**config.mk**
```make
export PLATFORM = sky130hd
export DESIGN_NAME = pong_ball_engine
export DESIGN_NICKNAME = d
export VERILOG_FILES = /design/src/rtl/pong_ball_engine.sv
export SDC_FILE = /design/constraint.sdc
export NUM_CORES = 1
export LEC_CHECK = 0
export ABC_AREA = 1
export BUFFER_PORTS_ARGS = -buffer_cell sky130_fd_sc_hd__buf_2
export CORE_ASPECT_RATIO = 0.6
export CORE_MARGIN = 8
export CORE_UTILIZATION = 64
export DETAILED_ROUTE_END_ITERATION = 8
export PLACE_DENSITY = 0.87
export SKIP_LAST_GASP = 1
export SYNTH_ARGS = -nofsm -noshare
export SYNTH_HDL_FRONTEND = slang
export SYNTH_SLANG_ARGS = --single-unit
```
**constraint.sdc**
```tcl
create_clock -name clk_i -period 3.6 [get_ports clk_i]
set_input_delay 0.9 -clock clk_i [delete_from_list [all_inputs] [get_ports clk_i]]
set_output_delay 0.9 -clock clk_i [all_outputs]
set_load 0.02 [all_outputs]
```
**src/rtl/pong_ball_engine.sv**
```systemverilog
// ============================================================================
// pong_ball_engine
//
// Ball engine for the Pong board. Moves the ball one board unit per step,
// bounces it off the top/bottom walls and both paddles, detects misses,
// emits hit/score pulses and re-serves automatically after a miss.
//
// Optional feature macro: BALL_SPEEDUP_EN
//   defined   : every paddle hit shortens the step period by SPEEDUP_STEP,
//               floored at MIN_PERIOD; the period returns to BALL_PERIOD on a
//               miss or when the game goes idle.
//   undefined : the step period is fixed at BALL_PERIOD.
//
// Ports
//   clk_i            : clock
//   rst_n_i          : asynchronous active-low reset
//   Game_Active_i    : high while a game is running; low forces IDLE
//   Serve_Dir_i      : X direction of the first serve (1 = right)
//   Paddle_Y_P1_i    : top row of the left paddle
//   Paddle_Y_P2_i    : top row of the right paddle
//   col_count_div_i  : board column currently being drawn
//   row_count_div_i  : board row currently being drawn
//   Draw_Ball_o      : registered, high when the drawn unit is the ball
//   Ball_X_o         : current ball column
//   Ball_Y_o         : current ball row
//   Hit_o            : one-cycle pulse on a paddle bounce
//   Score_P1_o       : one-cycle pulse when player 1 scores
//   Score_P2_o       : one-cycle pulse when player 2 scores
//   dbg_state_o      : current FSM state (0 IDLE, 1 SERVE, 2 MOVE, 3 MISS)
//
// Handshake: there is no valid/ready channel here. Inputs are sampled on
// every rising clk_i edge; every output is a plain registered level, and the
// three event outputs are single-cycle pulses with no back-pressure.
// ============================================================================
module pong_ball_engine #(
    parameter int GAME_WIDTH        = 40,
    parameter int GAME_HEIGHT       = 30,
    parameter int COORD_W           = 6,
    parameter int BALL_PERIOD       = 1250000,
    parameter int MIN_PERIOD        = 312500,
    parameter int SPEEDUP_STEP      = 125000,
    parameter int PADDLE_HEIGHT     = 6,
    parameter int PADDLE_COL_OFFSET = 0,
    parameter int SERVE_STEPS       = 8
) (
    input  logic               clk_i,
    input  logic               rst_n_i,
    input  logic               Game_Active_i,
    input  logic               Serve_Dir_i,
    input  logic [COORD_W-1:0] Paddle_Y_P1_i,
    input  logic [COORD_W-1:0] Paddle_Y_P2_i,
    input  logic [COORD_W-1:0] col_count_div_i,
    input  logic [COORD_W-1:0] row_count_div_i,
    output logic               Draw_Ball_o,
    output logic [COORD_W-1:0] Ball_X_o,
    output logic [COORD_W-1:0] Ball_Y_o,
    output logic               Hit_o,
    output logic               Score_P1_o,
    output logic               Score_P2_o,
    output logic [1:0]         dbg_state_o
);

    // The counter must hold every period value the configuration can reach,
    // so it is sized from the largest of the period-related parameters.
    localparam int SPAN_A      = (BALL_PERIOD > MIN_PERIOD) ? BALL_PERIOD : MIN_PERIOD;
    localparam int PERIOD_SPAN = (SPAN_A > SPEEDUP_STEP) ? SPAN_A : SPEEDUP_STEP;
    localparam int CNT_W       = $clog2(PERIOD_SPAN + 1);
    localparam int SRV_W       = $clog2(SERVE_STEPS + 1);

    localparam logic [COORD_W-1:0] CENTRE_X = COORD_W'(GAME_WIDTH / 2);
    localparam logic [COORD_W-1:0] CENTRE_Y = COORD_W'(GAME_HEIGHT / 2);
    localparam logic [COORD_W-1:0] X_MAX    = COORD_W'(GAME_WIDTH - 1);
    localparam logic [COORD_W-1:0] Y_MAX    = COORD_W'(GAME_HEIGHT - 1);
    localparam logic [COORD_W-1:0] P1_HIT_X = COORD_W'(PADDLE_COL_OFFSET + 1);
    localparam logic [COORD_W-1:0] P2_HIT_X = COORD_W'(GAME_WIDTH - 2 - PADDLE_COL_OFFSET);
    localparam logic [COORD_W-1:0] POS_ONE  = COORD_W'(1);
    localparam logic [COORD_W:0]   PAD_LEN  = (COORD_W + 1)'(PADDLE_HEIGHT);

    localparam logic [CNT_W-1:0]   PERIOD_INIT = CNT_W'(BALL_PERIOD);
    localparam logic [CNT_W-1:0]   CNT_ONE     = CNT_W'(1);
    localparam logic [SRV_W-1:0]   SERVE_LAST  = SRV_W'(SERVE_STEPS - 1);
    localparam logic [SRV_W-1:0]   SRV_ONE     = SRV_W'(1);

    typedef enum logic [1:0] {
        ST_IDLE  = 2'd0,
        ST_SERVE = 2'd1,
        ST_MOVE  = 2'd2,
        ST_MISS  = 2'd3
    } state_t;

    state_t             state_q, state_d;
    logic [CNT_W-1:0]   cnt_q, cnt_d;
    logic [SRV_W-1:0]   serve_cnt_q, serve_cnt_d;
    logic [COORD_W-1:0] ball_x_q, ball_x_d;
    logic [COORD_W-1:0] ball_y_q, ball_y_d;
    logic               dir_x_q, dir_x_d;   // 1 = right
    logic               dir_y_q, dir_y_d;   // 1 = down
    logic               hit_q, hit_d;
    logic               score1_q, score1_d;
    logic               score2_q, score2_d;
    logic               miss_d;
    logic               draw_q;
    logic [CNT_W-1:0]   period;
    logic               tick;
    logic               p1_cover;
    logic               p2_cover;

    // ------------------------------------------------------------------------
    // Step period: fixed, or shortened by paddle hits when speed-up is built.
    // ------------------------------------------------------------------------
`ifdef BALL_SPEEDUP_EN
    localparam logic [CNT_W-1:0] PERIOD_MIN_C = CNT_W'(MIN_PERIOD);
    localparam logic [CNT_W-1:0] STEP_C       = CNT_W'(SPEEDUP_STEP);
    // Subtracting is only safe while period >= MIN_PERIOD + SPEEDUP_STEP;
    // below that the result is clamped to the floor.
    localparam logic [CNT_W:0]   DEC_LIMIT    = (CNT_W + 1)'(MIN_PERIOD + SPEEDUP_STEP);

    logic [CNT_W-1:0] period_q;

    always_ff @(posedge clk_i or negedge rst_n_i) begin
        if (!rst_n_i) begin
            period_q <= PERIOD_INIT;
        end else if (state_d == ST_IDLE || state_d == ST_MISS) begin
            period_q <= PERIOD_INIT;
        end else if (hit_d) begin
            period_q <= ({1'b0, period_q} >= DEC_LIMIT) ? (period_q - STEP_C) : PERIOD_MIN_C;
        end
    end

    assign period = period_q;
`else
    assign period = PERIOD_INIT;
`endif

    // A hit changes the period on the same edge the counter wraps to 0, so
    // the counter never sits above a freshly shortened period.
    assign tick = (cnt_q == (period - CNT_ONE));

    // Paddle span compare is one bit wider so top + length cannot wrap.
    assign p1_cover = ({1'b0, ball_y_q} >= {1'b0, Paddle_Y_P1_i}) &&
                      ({1'b0, ball_y_q} <  ({1'b0, Paddle_Y_P1_i} + PAD_LEN));
    assign p2_cover = ({1'b0, ball_y_q} >= {1'b0, Paddle_Y_P2_i}) &&
                      ({1'b0, ball_y_q} <  ({1'b0, Paddle_Y_P2_i} + PAD_LEN));

    // ------------------------------------------------------------------------
    // State and datapath registers
    // ------------------------------------------------------------------------
    always_ff @(posedge clk_i or negedge rst_n_i) begin
        if (!rst_n_i) begin
            state_q     <= ST_IDLE;
            cnt_q       <= '0;
            serve_cnt_q <= '0;
            ball_x_q    <= CENTRE_X;
            ball_y_q    <= CENTRE_Y;
            dir_x_q     <= 1'b1;
            dir_y_q     <= 1'b1;
            hit_q       <= 1'b0;
            score1_q    <= 1'b0;
            score2_q    <= 1'b0;
            draw_q      <= 1'b0;
        end else begin
            state_q     <= state_d;
            cnt_q       <= cnt_d;
            serve_cnt_q <= serve_cnt_d;
            ball_x_q    <= ball_x_d;
            ball_y_q    <= ball_y_d;
            dir_x_q     <= dir_x_d;
            dir_y_q     <= dir_y_d;
            hit_q       <= hit_d;
            score1_q    <= score1_d;
            score2_q    <= score2_d;
            // Compares against the position held before this edge's move.
            draw_q      <= (col_count_div_i == ball_x_q) && (row_count_div_i == ball_y_q);
        end
    end

    // ------------------------------------------------------------------------
    // Next-state and next-datapath logic
    // ------------------------------------------------------------------------
    always_comb begin
        state_d     = state_q;
        cnt_d       = cnt_q;
        serve_cnt_d = serve_cnt_q;
        ball_x_d    = ball_x_q;
        ball_y_d    = ball_y_q;
        dir_x_d     = dir_x_q;
        dir_y_d     = dir_y_q;
        hit_d       = 1'b0;
        score1_d    = 1'b0;
        score2_d    = 1'b0;
        miss_d      = 1'b0;

        case (state_q)
            ST_IDLE: begin
                cnt_d       = '0;
                serve_cnt_d = '0;
                ball_x_d    = CENTRE_X;
                ball_y_d    = CENTRE_Y;
                dir_x_d     = Serve_Dir_i;
                dir_y_d     = 1'b1;
                if (Game_Active_i) begin
                    state_d = ST_SERVE;
                end
            end

            ST_SERVE: begin
                cnt_d = tick ? '0 : (cnt_q + CNT_ONE);
                if (tick) begin
                    if (serve_cnt_q == SERVE_LAST) begin
                        serve_cnt_d = '0;
                        state_d     = ST_MOVE;
                    end else begin
                        serve_cnt_d = serve_cnt_q + SRV_ONE;
                    end
                end
            end

            ST_MOVE: begin
                cnt_d = tick ? '0 : (cnt_q + CNT_ONE);
                if (tick) begin
                    // X: paddle bounces take priority over the edge-of-board miss.
                    if (!dir_x_q && (ball_x_q == P1_HIT_X) && p1_cover) begin
                        dir_x_d  = 1'b1;
                        ball_x_d = ball_x_q + POS_ONE;
                        hit_d    = 1'b1;
                    end else if (dir_x_q && (ball_x_q == P2_HIT_X) && p2_cover) begin
                        dir_x_d  = 1'b0;
                        ball_x_d = ball_x_q - POS_ONE;
                        hit_d    = 1'b1;
                    end else if (!dir_x_q && (ball_x_q == '0)) begin
                        score2_d = 1'b1;
                        miss_d   = 1'b1;
                    end else if (dir_x_q && (ball_x_q == X_MAX)) begin
                        score1_d = 1'b1;
                        miss_d   = 1'b1;
                    end else begin
                        ball_x_d = dir_x_q ? (ball_x_q + POS_ONE) : (ball_x_q - POS_ONE);
                    end

                    // Y: wall bounce flips direction and steps away from the wall.
                    if (!dir_y_q && (ball_y_q == '0)) begin
                        dir_y_d  = 1'b1;
                        ball_y_d = ball_y_q + POS_ONE;
                    end else if (dir_y_q && (ball_y_q == Y_MAX)) begin
                        dir_y_d  = 1'b0;
                        ball_y_d = ball_y_q - POS_ONE;
                    end else begin
                        ball_y_d = dir_y_q ? (ball_y_q + POS_ONE) : (ball_y_q - POS_ONE);
                    end

                    // A miss re-centres immediately and serves toward the
                    // player who let the ball through (score1 => P2 missed).
                    if (miss_d) begin
                        state_d  = ST_MISS;
                        cnt_d    = '0;
                        ball_x_d = CENTRE_X;
                        ball_y_d = CENTRE_Y;
                        dir_y_d  = 1'b1;
                        dir_x_d  = score1_d;
                    end
                end
            end

            ST_MISS: begin
                cnt_d       = '0;
                serve_cnt_d = '0;
                state_d     = ST_SERVE;
            end
        endcase

        // Losing the game enable overrides everything, including a move or
        // pulse that would otherwise happen on this edge.
        if (!Game_Active_i) begin
            state_d     = ST_IDLE;
            cnt_d       = '0;
            serve_cnt_d = '0;
            ball_x_d    = CENTRE_X;
            ball_y_d    = CENTRE_Y;
            dir_x_d     = Serve_Dir_i;
            dir_y_d     = 1'b1;
            hit_d       = 1'b0;
            score1_d    = 1'b0;
            score2_d    = 1'b0;
        end
    end

    assign Draw_Ball_o = draw_q;
    assign Ball_X_o    = ball_x_q;
    assign Ball_Y_o    = ball_y_q;
    assign Hit_o       = hit_q;
    assign Score_P1_o  = score1_q;
    assign Score_P2_o  = score2_q;
    assign dbg_state_o = state_q;

endmodule
```
==> results of run 1 <==
==> cell families (layout without fill, tap and decap cells) <==
logic type	Yosys count	after routing	synth area share [%]
AO/OA/AOI/OAI	44	44	7.14
AND/OR/NAND/NOR	244	244	32.5
buffers and inverters	80	128	8.65
adder cells (fa/ha/maj)	36	36	12.1
flip-flops	45	45	30.4
XOR/XNOR	39	39	9.15
==> flip-flops by register name, summed over array words and instances, names as in the netlist <==
signal	count
serve_cnt_q	4
Ball_Y_o	6
Draw_Ball_o	1
dbg_state_o	2
dir_x_q	1
dir_y_q	1
Score_P2_o	1
Ball_X_o	6
Hit_o	1
Score_P1_o	1
cnt_q	21
==> worst reg2reg max path: cells and delay by family (launching register included) <==
family / cells / cell delay [ps]
AOI/OAI and AO/OA: 2 / 260
DFF: 1 / 620
and+or+nand+nor: 8 / 690
adders and majority gates: 1 / 310
buffers and inverters: 3 / 270
==> worst max-delay path by stage <==
stage | cells after the start | slack (ps) | endpoint
2_1_floorplan | 15 | 1000 | Ball_Y_o[1]$_DFFE_PN1P_
3_3_place_gp | 16 | 750 | Ball_Y_o[1]$_DFFE_PN1P_
3_5_place_dp | 15 | 670 | Ball_X_o[3]$_DFFE_PN0P_
4_1_cts | 15 | 990 | Ball_X_o[3]$_DFFE_PN0P_
5_1_grt | 15 | 810 | Ball_X_o[3]$_DFFE_PN0P_
6_report | 15 | 990 | Ball_X_o[3]$_DFFE_PN0P_
==> cells in the final DEF (no fill, tap or decap), drive strengths merged <==
cell type,netlist,layout
inv,74,75
o21a,3,3
a311oi,1,1
a31oi,2,2
nand4,19,19
a21o,2,2
buf,6,46
nand3,36,36
xnor2,9,9
nor2,48,48
o211ai,2,2
nor4,7,7
nor3b,1,1
a211oi,1,1
clkinvlp,0,1
nand2,114,114
nand3b,4,4
o21ai,14,14
o21bai,3,3
a22oi,2,2
clkbuf,0,5
a21oi,14,14
dfstp,8,8
nor3,14,14
ha,36,36
xor2,30,30
clkinv,0,1
or2,1,1
dfrtp,37,37
==> cell type report <==
class / instances / share of cell area [%]
timing repair buffer: 46 / 5.66
sequential: 45 / 27.6
multi-input combinational: 363 / 55.2
clock inverter: 3 / 0.608
inverter: 74 / 6.75
clock buffer: 5 / 1.67
tap: 80 / 2.43
==> stage by stage <==
step | power [mW] | hold slack [ps] | cell area, µm² | cells | worst slack [ps]
2_1_floorplan | 1.38 | 474 | 3730 | 488 | 1000
3_3_place_gp | 1.58 | 499 | 4020 | 608 | 750
3_5_place_dp | 1.63 | 515 | 4020 | 608 | 666
4_1_cts | 1.97 | 549 | 4110 | 616 | 986
5_1_grt | 2.12 | 566 | 4110 | 616 | 806
6_report | 1.98 | 545 | 4110 | 616 | 994
==> per-layer routing <==
layer  up-vias  routed length [µm]
met3         4                 946
met5         -                   0
met4         0                  27
met1      1595                4350
li1       1683                   -
met2       152                3800
==> where the power goes <==
part	internal, mW	switching [mW]	total, mW
logic	0.335	0.582	0.916
registers	0.586	0.140	0.726
clock network	0.140	0.196	0.336
==> results.cfg, run 1 <==
[grt]
grt_pass1_vias = 3092
busiest_layer = met1
use_met2_pct = 32.5
grt_use_met1_pct = 32.6
grt_pass1_wl_um = 15200
grt_max_degree = 46
met3_usage_pct = 4.80
antenna_found_initial = 0
track_usage_pct = 22.1
overflow = 0

[critical_path]
cp_slowest_stage_delay_ps = 260
cp.required_ps = 3840
worstSetupPathType = primary input to flip-flop
worstReg2RegStart = Ball_Y_o[0]$_DFFE_PN1P_
crit_fanout = 6
r2r_cells = 14
r2r_setup_slack_ps = 1380
end_kind = flip-flop
critPathLaunchType = primary input
arrival_ps = 2850
crit_slowest_cell = ha_1
critPathLaunch = Paddle_Y_P2_i[1]
crit_family = simple AND/OR/NAND/NOR gates
reg2reg_to = Ball_X_o[3]$_DFFE_PN0P_
path_buf_inv = 3
crit_chain = buf_2 -> inv_2 -> ha_1 -> nor3_1 -> xor2_1 -> ha_1 -> nand3_1 -> nand2_1 -> nor2_1 -> nand2_2 -> nand3_2 -> nand2_4 -> inv_2 -> nand2_1 -> o21bai_1

[timing]
fmax_mhz = 384
fin_crit_sh_pct = 72.4
period_needed_ps = 2610
worst_clock_skew_ps = 15.3
slew_viol_final = 0
max_slew.worst_pin.slew_ps = 1000
slew_headroom_pct = 33.0
fin_setup_tns_ps = 0
setup_violations = 0
hold_viol_final = 0
rsz0062_at_grt = false

[cells_and_area]
finalCoreUtilization_pct = 73.5
fin_nets = 599
drive_above_1_share_pct = 18.5
synthToLayoutAreaGrowth_pct = 10.2
fill_cells = 439
antenna_cells_inserted = 0
multi_input_area_um2 = 2270
regArea_um2 = 1140

[routing]
finalWirelength_um = 9120
routedWlPerCell_um = 14.8
vias = 3434
first_pass_iters = 5
drc_errors = 0
ant_nets = 0
via_per_inst = 5.57
drt_iter0_markers = 220

[synthesis]
ys_seq_area_share_pct = 30.4
syn_area_per_cell_um2 = 7.65
synth_top_area_cell = dfrtp_1
synth_cell_types = 40
post-synth-top-count-cell = nand2_1
synthArstFlopShare_pct = 100
yosysWarnings = 0
syn_area_um2 = 3730
synth_area_leaders = dfrtp_1 25%, ha_1 12%, nand2_1 11%
synth_common_cells = 108 x nand2_1, 65 x inv_1, 40 x nor2_1
syn_inst = 488
synth_flop_cell = dfrtp_1
synth_top_cell_area_share_pct = 24.8
ys_seq_elements = 45
synth_edf_count = 0
synth_fp_nets = 552

[min_path]
whs_path_depth = 1
holdPathEnd = cnt_q[0]$_DFF_PN0_
hold_class = flip-flop to flip-flop
hp-start = cnt_q[0]$_DFF_PN0_

[floorplanning]
start_util_pct = 66.7
io_pins = 46
dieArea_um2 = 8610
die_h_um = 75.1
coreArea_um2 = 5600
die_w_um = 115
rows = 21

[cts]
clk_latency_ps = 310
cts_buffers = 5
cts_resized = 0
clk_path_buf_depth = 2
clk_pin_slew_ps = 100
cts_sinks = 45
htree_num_levels = 2
cts_hold_buf = 0
cts-root-buf = clkbuf_8
cts_tree = done
post_cts_buffers = 0

[power_and_ir_drop]
p_leak_nw = 2.12
vdd_drop_max_mv = 0.362
cellPowerDensity_nw_per_um2 = 481

[place]
io_buffer_count = 45
hpwlAfterDp_um = 7210
gp_congestion = 0.919

[outcome]
status = finished clean

[run]
drv_cap = 0
(Power assumes the default switching activity.)
==> inputs of run 2 (changes only) <==
--- a/config.mk
+++ b/config.mk
@@ -9,9 +9,9 @@
 export BUFFER_PORTS_ARGS = -buffer_cell sky130_fd_sc_hd__buf_2
 export CORE_ASPECT_RATIO = 0.6
 export CORE_MARGIN = 8
-export CORE_UTILIZATION = 64
+export CORE_UTILIZATION = 53
 export DETAILED_ROUTE_END_ITERATION = 8
-export PLACE_DENSITY = 0.87
+export PLACE_DENSITY = 0.77
 export SKIP_LAST_GASP = 1
 export SYNTH_ARGS = -nofsm -noshare
 export SYNTH_HDL_FRONTEND = slang
==> constraint.sdc (replaced) <==
create_clock -name clk_i -period 2.1 [get_ports clk_i]
set_input_delay 0.525 -clock clk_i [delete_from_list [all_inputs] [get_ports clk_i]]
set_output_delay 0.525 -clock clk_i [all_outputs]
set_load 0.02 [all_outputs]
==> results.cfg, run 2 (synthesized netlist as in run 1, its figures left out) <==
[cells_and_area]
layout_commonest_cell = nand2_1
regArea_um2 = 1140
fill_cells = 536
multi_input_area_um2 = 2430
finalCoreUtilization_pct = 69.5
layout_common_cells = 98 x nand2_1, 58 x inv_1, 41 x buf_2
drive_above_1_share_pct = 28.6
largest_reg_flops = 21
antenna_cells_inserted = 0
layout.cells.non_filler = 657
fin_nets = 633
final_cell_area_um2 = 4680
top_register = cnt_q
synthToLayoutAreaGrowth_pct = 25.5

[timing]
setup_violations = 1
slew_headroom_pct = 70.9
period_needed_ps = 2110
max_slew.worst_pin.slew_ps = 437
fmax_mhz = 475
worst_clock_skew_ps = 8.16
hold_viol_final = 0
whs_ps = 175
fin_ws_ps = -5.55
rsz0062_at_grt = true
fin_crit_sh_pct = 100
slew_viol_final = 0

[critical_path]
cp.required_ps = 2270
crit_slowest_cell = ha_1
arrival_ps = 2270
worstSetupPathType = primary input to flip-flop
crit_fanout = 4
end_kind = flip-flop
crit_family = simple AND/OR/NAND/NOR gates
critPathLaunchType = primary input
crit_chain = buf_4 -> inv_4 -> ha_4 -> nor3_4 -> xor2_1 -> ha_1 -> nand4_1 -> buf_4 -> nand4_1 -> o211ai_1 -> o21bai_1
path_buf_inv = 3
cp_slowest_stage_delay_ps = 290

[cts]
cts_tree = done
cts_sinks = 45
clk_pin_slew_ps = 70
clk_latency_ps = 290
cts_hold_buf = 0
cts-root-buf = clkbuf_16
htree_num_levels = 2
cts_buffers = 5
clk_path_buf_depth = 2

[power_and_ir_drop]
cellPowerDensity_nw_per_um2 = 858
p_leak_nw = 2.35
vdd_drop_max_mv = 0.550

[grt]
grt_pass1_wl_um = 16000
overflow = 0
antenna_found_initial = 0
grt_pass1_vias = 3215
grt_max_degree = 29
track_usage_pct = 19.2

[min_path]
hold_class = primary input to async pin

[routing]
finalWirelength_um = 10300
ant_nets = 0
via_per_inst = 5.50
vias = 3616
drt_iter0_markers = 297
routedWlPerCell_um = 15.7
drc_errors = 0
first_pass_iters = 6

[place]
io_buffer_count = 45
hpwlAfterDp_um = 7690
placed_area_um2 = 4280
gp_congestion = 0.942
placed_cells = 642

[floorplanning]
die_w_um = 124
rows = 23
dieArea_um2 = 10100
coreArea_um2 = 6730
die_h_um = 81.0
start_util_pct = 55.4
io_pins = 46

[run]
drv_cap = 0

[outcome]
status = finished, violations left
violations = setup timing
## run 2: cell types whose count changed in the layout (fill, tap and decap cells not counted), sizes merged
cell / previous run / this run
bufinv: 0 / 1
inv: 75 / 74
clkbuf: 5 / 6
buf: 46 / 80
clkinvlp: 1 / 0
## run 2: per-stage QoR
| step | setup TNS, ps | setup WS [ps] | total power, mW |
|---|---|---|---|
| finish | -5.55 | -5.55 | 4.02 |
| global route | -935 | -105 | 4.28 |
| CTS | 0 | 3.61 | 3.85 |
| detailed placement | -4250 | -320 | 2.93 |
| global placement | -3270 | -220 | 2.87 |
| floorplan | 0 | 1.67 | 2.37 |
## run 2: repair_timing
item,CTS,global route
gates resized for setup,8,41
buffers inserted,0,7
endpoints found under the setup margin,1,19
gates cloned,0,0
pin swaps,8,20
## run 2: worst register-to-register path, cell delays in order (launching register included)
cell,delay (ps)
dfrtp_1,480
ha_1,340
nand2_1,110
inv_1,70
a21oi_1,150
nand3_1,120
nand2_1,90
inv_2,40
nand2_2,100
nand3_4,110
nand2_8,110
nand3_1,100
nand2_1,80
nand2_1,60
## run 2: worst paths after layout
check / cells past startpoint / endpoint / slack, ps / startpoint
worst max-delay path: 11 / Ball_X_o[5]$_DFFE_PN0P_ / -6 / Paddle_Y_P1_i[1]
worst min-delay path: 1 / cnt_q[3]$_DFF_PN0_ / 170 / rst_n_i
worst max register to register: 13 / dbg_state_o[0]$_DFFE_PN0P_ / 20 / Ball_Y_o[5]$_DFFE_PN0P_
worst min register to register: 2 / Ball_X_o[4]$_DFFE_PN1P_ / 530 / Ball_X_o[4]$_DFFE_PN1P_
max in group asynchronous: 2 / dir_y_q$_DFFE_PN1P_ / 1350 / rst_n_i
min in group clk_i: 4 / Draw_Ball_o$_DFF_PN0_ / 530 / col_count_div_i[0]
## run 2: area by class of cell
class / count / area share [%]
Clock inverter: 2 / 0.748
Sequential cell: 45 / 24.3
Multi-Input combinational cell: 363 / 51.8
Inverter: 74 / 6.41
Timing Repair Buffer: 80 / 11.7
Clock buffer: 6 / 2.75
Tap cell: 87 / 2.32
## run 2: power breakdown
part	total (mW)	leakage (nW)	switching, mW	internal (mW)
registers	1.18	0.595	0.174	1.00
logic	1.95	1.67	1.18	0.768
clock network	0.893	0.0808	0.333	0.560
## run 2: per-layer routing
metal / share of wire (%) / track usage (%) / up-vias
li1: - / - / 1752
met1: 48 / 28.3 / 1704
met2: 43 / 28.5 / 148
met3: 8.8 / 4.48 / 12
met4: 0.57 / 2.27 / 0
met5: 0 / 0 / -
